File: config.mk
export PLATFORM = sky130hd
export DESIGN_NAME = door_controller_pro
export DESIGN_NICKNAME = d
export VERILOG_FILES = /design/src/rtl/door_controller_pro.sv
export SDC_FILE = /design/constraint.sdc
export NUM_CORES = 1
export LEC_CHECK = 0
export ABC_CLOCK_PERIOD_IN_PS = 5200
export CAP_MARGIN = 20
export CORE_MARGIN = 2
export CORE_UTILIZATION = 35
export DETAILED_ROUTE_END_ITERATION = 8
export GPL_TIMING_DRIVEN = 0
export PLACE_DENSITY = 0.51
export SKIP_LAST_GASP = 1
export SLEW_MARGIN = 20
export SYNTH_ARGS = -nofsm -noshare
export SYNTH_HDL_FRONTEND = slang
export SYNTH_SLANG_ARGS = --single-unit
File: constraint.sdc
create_clock -name clk -period 5.2 [get_ports clk]
set_input_delay 1.04 -clock clk [delete_from_list [all_inputs] [get_ports clk]]
set_output_delay 1.04 -clock clk [all_outputs]
set_load 0.02 [all_outputs]
File: src/rtl/door_controller_pro.sv
// Automatic door controller: tracks travel position, extends hold-open on motion,
// reverses on obstacles and latches a fault after too many obstacle retries.
module door_controller_pro #(
    parameter int unsigned TIMER_W      = 8,
    parameter int unsigned TRAVEL_TICKS = 10,
    parameter int unsigned HOLD_TICKS   = 20,
    parameter int unsigned MAX_RETRY    = 3,
    parameter int unsigned RETRY_W      = 2
) (
    input  logic               clk,
    input  logic               rst,
    input  logic               motion_sensor,
    input  logic               obstacle_sensor,
    input  logic               lock,
    output logic               door_open,
    output logic               door_close,
    output logic               motor,
    output logic               motor_dir,
    output logic               fault,
    output logic [TIMER_W-1:0] position,
    output logic [RETRY_W-1:0] retry_cnt
);

    localparam logic [TIMER_W-1:0] TRAVEL    = TIMER_W'(TRAVEL_TICKS);
    localparam logic [TIMER_W-1:0] HOLD_LAST = TIMER_W'(HOLD_TICKS - 1);
    localparam logic [RETRY_W-1:0] RETRY_MAX = RETRY_W'(MAX_RETRY);

    typedef enum logic [2:0] {
        S_CLOSED  = 3'd0,
        S_OPENING = 3'd1,
        S_OPEN    = 3'd2,
        S_CLOSING = 3'd3,
        S_STOPPED = 3'd4,
        S_FAULT   = 3'd5
    } state_e;

    state_e             state_q, state_d;
    logic [TIMER_W-1:0] pos_q, pos_d;
    logic [TIMER_W-1:0] hold_q, hold_d;
    logic [RETRY_W-1:0] retry_q, retry_d;
    logic               door_open_q, door_close_q, motor_q, motor_dir_q, fault_q;

    // Next-state and counter update
    always_comb begin
        state_d = state_q;
        pos_d   = pos_q;
        hold_d  = hold_q;
        retry_d = retry_q;
        case (state_q)
            S_CLOSED: begin
                pos_d = '0;
                if (motion_sensor && !lock) state_d = S_OPENING;
            end
            S_OPENING: begin
                // Saturate at full travel so a reopen from the top never overshoots
                if (pos_q >= TRAVEL - TIMER_W'(1)) begin
                    pos_d   = TRAVEL;
                    hold_d  = '0;
                    state_d = S_OPEN;
                end else begin
                    pos_d = pos_q + TIMER_W'(1);
                end
            end
            S_OPEN: begin
                if (motion_sensor)           hold_d  = '0;
                else if (hold_q == HOLD_LAST) state_d = S_CLOSING;
                else                          hold_d  = hold_q + TIMER_W'(1);
            end
            S_CLOSING: begin
                if (obstacle_sensor) begin
                    state_d = S_STOPPED;
                    if (retry_q < RETRY_MAX) retry_d = retry_q + RETRY_W'(1);
                end else if (motion_sensor) begin
                    state_d = S_OPENING;
                end else if (pos_q <= TIMER_W'(1)) begin
                    pos_d   = '0;
                    retry_d = '0;
                    state_d = S_CLOSED;
                end else begin
                    pos_d = pos_q - TIMER_W'(1);
                end
            end
            S_STOPPED: begin
                if (!obstacle_sensor) state_d = (retry_q >= RETRY_MAX) ? S_FAULT : S_OPENING;
            end
            S_FAULT: ;
            default: begin
                state_d = S_CLOSED;
                pos_d   = '0;
            end
        endcase
    end

    // State, counters and Moore outputs decoded from the next state
    always_ff @(posedge clk) begin
        if (rst) begin
            state_q      <= S_CLOSED;
            pos_q        <= '0;
            hold_q       <= '0;
            retry_q      <= '0;
            door_open_q  <= 1'b0;
            door_close_q <= 1'b1;
            motor_q      <= 1'b0;
            motor_dir_q  <= 1'b0;
            fault_q      <= 1'b0;
        end else begin
            state_q      <= state_d;
            pos_q        <= pos_d;
            hold_q       <= hold_d;
            retry_q      <= retry_d;
            door_open_q  <= (state_d == S_OPEN);
            door_close_q <= (state_d == S_CLOSED);
            motor_q      <= (state_d == S_OPENING) || (state_d == S_CLOSING);
            motor_dir_q  <= (state_d == S_OPENING);
            fault_q      <= (state_d == S_FAULT);
        end
    end

    assign door_open  = door_open_q;
    assign door_close = door_close_q;
    assign motor      = motor_q;
    assign motor_dir  = motor_dir_q;
    assign fault      = fault_q;
    assign position   = pos_q;
    assign retry_cnt  = retry_q;

endmodule
==> metrics.txt <==
Synth Flop Type=dfxtp_1; Initial Util=36.0%; # H-tree levels=1; vias per cell=5.56; Worst Hold Class=reg2reg; Post-CTS Hold Fix Bufs=0; Syn Area/Cell=8.46 um2; Cell variety after synth=48; hold path depth=2; Hold EP=hold_q[7]; dpl hpwl=~2600 um; Antenna Nets Post-Route=0; Die Y-Extent=67.9 um; Synth top area share=36.4%; unrepaired setup endpoints after global routing=false; grt ovf=0; outcome=complete, no violations; combinational share of power=under 10%; DR DRC count=0; setup bufs post-CTS=0; Psw=86.1 uW; Clock Path Buffers=2; first-pass GRT wire length=about 6100 um; Core Footprint=3970 um2; initial DRC count=63; Critical Path End Type=flip-flop; Worst-path clk slew=0.09 ns; #FFs+latches synth=26; xor/xnor share of the synthesized area=2.45%; most common cell in the netlist=dfxtp_1; Vias=1,339; largest stage delay on the critical path=0.55 ns; CTS tree=built; CTS resizes=0; Power Dens Cells=231 nW/um2; Startpoint Class=input pin; Min Clock Period, post-route=2.78 ns; Register-to-Register Path Depth=7; CP cell instances=clkdlybuf4s50_1 -> nor3b_1 -> o21a_1 -> nand2_1 -> or4_1 -> a21oi_1; Max Slew Vio Count=0; Mapped Cells=169; net count after synthesis=179; slowest CP cell=clkdlybuf4s50_1; min-delay src=hold_q[7]; Finished Cell Area=1740 um2; First-pass DRT Iterations=4; Worst VDD drop=111 uV; list of most frequent post-synthesis cells=dfxtp_1, nor2_1, a21oi_1; Synth Area in Simple Gates=31.7%; clock share of power=42.3%; CP Data Arrival Time=2.99 ns; Final Wtd Congestion=0.817; worst slew pin tran=roughly 0.77 ns; Rel. slew slack=approximately 48%; initial antenna violation count=0; worst skew pair latency=0.28 ns; Post-synth EDFFs=0; Sw Ratio=21.3%; final setup vio count=0; Final nets=202; total CTS buffers=3; total negative setup slack=0 ns; reg2reg end=position[5]; Req. time, crit path=5.41 ns; reg2reg start=position[0]; sequential element share of the synthesized area=~36%; fraction of registers with async set/reset=0%; Pint=about 320 uW; Area Growth Syn to Fin=22.0%; period utilization=around 54%; Die Area=4610 um2; largest family of logic cells by synthesized area=simple AND/OR/NAND/NOR gates; I/O Buffers=18; reg2reg setup slack=2.72 ns; area fraction in compound gates after synthesis=about 21%; critical-path maximum fanout=9; drt total wl=3490 um; Max Cap Violations=0; largest area contributor in the synthesized netlist=dfxtp_1; IO Pins=20; Tot GR Track Use=17.3%; Fin. Hold Viols=0; clock sinks=26; clk_skew=between 0.003 and 0.004 ns; main area contributors after synthesis=dfxtp_1, a21oi_1, nor2_1; post-synthesis mux area share=under 10%; Mapped Area=1430 um2; Pleak=0.631 nW; Cell Area, Placed=1670 um2; max frequency=0.359 GHz; post-synthesis adder-cell area fraction=4.37%; largest net degree at the start of global routing=16; Rows=23; Yosys warnings=0; CTS root buf=clkbuf_8; die width=slightly below 70 um; number of global-route vias before repair=1,311; ANT cells=0; share of layout cells above drive strength 1=approximately a tenth; mean routed wirelength per cell=14.5 um; Reg power frac=roughly 50%; WS Path Type=in2reg
[kinds of logic after synthesis]
family,Yosys count
AOI/OAI and AO/OA,45
muxes,2
adders and majority gates,5
and+or+nand+nor,77
buffers and inverters,10
xor gates and xnor gates,4
DFF,26
[power groups by stage]
stage	Clock [mW]	Sequential (mW)	Combinational (mW)
3_5_place_dp	0	0.207	0.0308
2_1_floorplan	0	0.209	0.0168
6_report	0.171	0.202	0.0306
5_1_grt	0.182	0.202	0.0340
4_1_cts	0.174	0.202	0.0309
3_3_place_gp	0	0.207	0.0305
[placed cells by master (no fill, tap or decap), drive strengths merged, types with 2 or more instances in the layout]
master	instances
a21oi	15
a311oi	2
a31oi	3
and2	3
buf	3
clkbuf	5
clkdlybuf4s50	18
dfxtp	26
ha	5
inv	5
mux2i	2
nand2	10
nand2b	6
nand3	4
nand3b	3
nand4	5
nor2	19
nor3	5
nor3b	2
nor4	4
nor4b	2
o21a	2
o21ai	10
o21bai	2
o31ai	2
or3	3
or3b	2
or4	5
xor2	3
[worst max-delay path by stage]
stage	depth (start not counted)	slack (ns)	end	startpoint
final	6	2.42	position[5]	obstacle_sensor
after global routing	6	2.25	position[5]	obstacle_sensor
after global placement	6	2.17	position[5]	obstacle_sensor
after CTS	6	2.41	position[5]	obstacle_sensor
after detailed placement	6	2.12	position[5]	obstacle_sensor
after floorplan	7	2.97	position[5]	position[0]
[area by class of cell]
cell class	instances	area [um2]
Buffer	5	23.8
Clock buffer	3	41.3
Clock inverter	1	30.0
Fill cell	412	2230
Inverter	5	18.8
Multi-Input combinational cell	133	867
Sequential cell	26	520
Tap cell	50	62.6
Timing Repair Buffer	18	180
[sequential cells by signal (all words and copies together), names as in the netlist]
name        flops
door_close      1
position        8
retry_cnt       2
fault           1
door_open       1
hold_q          8
motor           1
state_q         3
motor_dir       1
[metrics by stage]
| step | power [mW] | std cells | utilization, % | hold slack [ns] | setup WS [ns] |
|---|---|---|---|---|---|
| after floorplan | 0.226 | 169 | - | 0.452 | 2.97 |
| after global placement | 0.237 | 237 | 42.1 | 0.470 | 2.17 |
| after detailed placement | 0.238 | 237 | 42.1 | 0.487 | 2.12 |
| after CTS | 0.408 | 241 | 43.9 | 0.501 | 2.41 |
| after global routing | 0.418 | 241 | 43.9 | 0.546 | 2.25 |
| final | 0.403 | 241 | 43.9 | 0.501 | 2.42 |
[metal layers]
metal | track usage, % | vias to the layer above | part of all wire, %
met5 | 0 | - | 0
met4 | 7.50 | 0 | 2.0
met3 | 2.47 | 6 | 3.0
met2 | 30.7 | 25 | 49
met1 | 20.7 | 633 | 46
li1 | - | 675 | -
[critical path, delay by kind of cell]
kind | cells | cell delay [ns]
simple gates | 3 | 0.91
buf+inv | 1 | 0.55
compound gates | 2 | 0.49
Power figures use the tool's default switching activity.
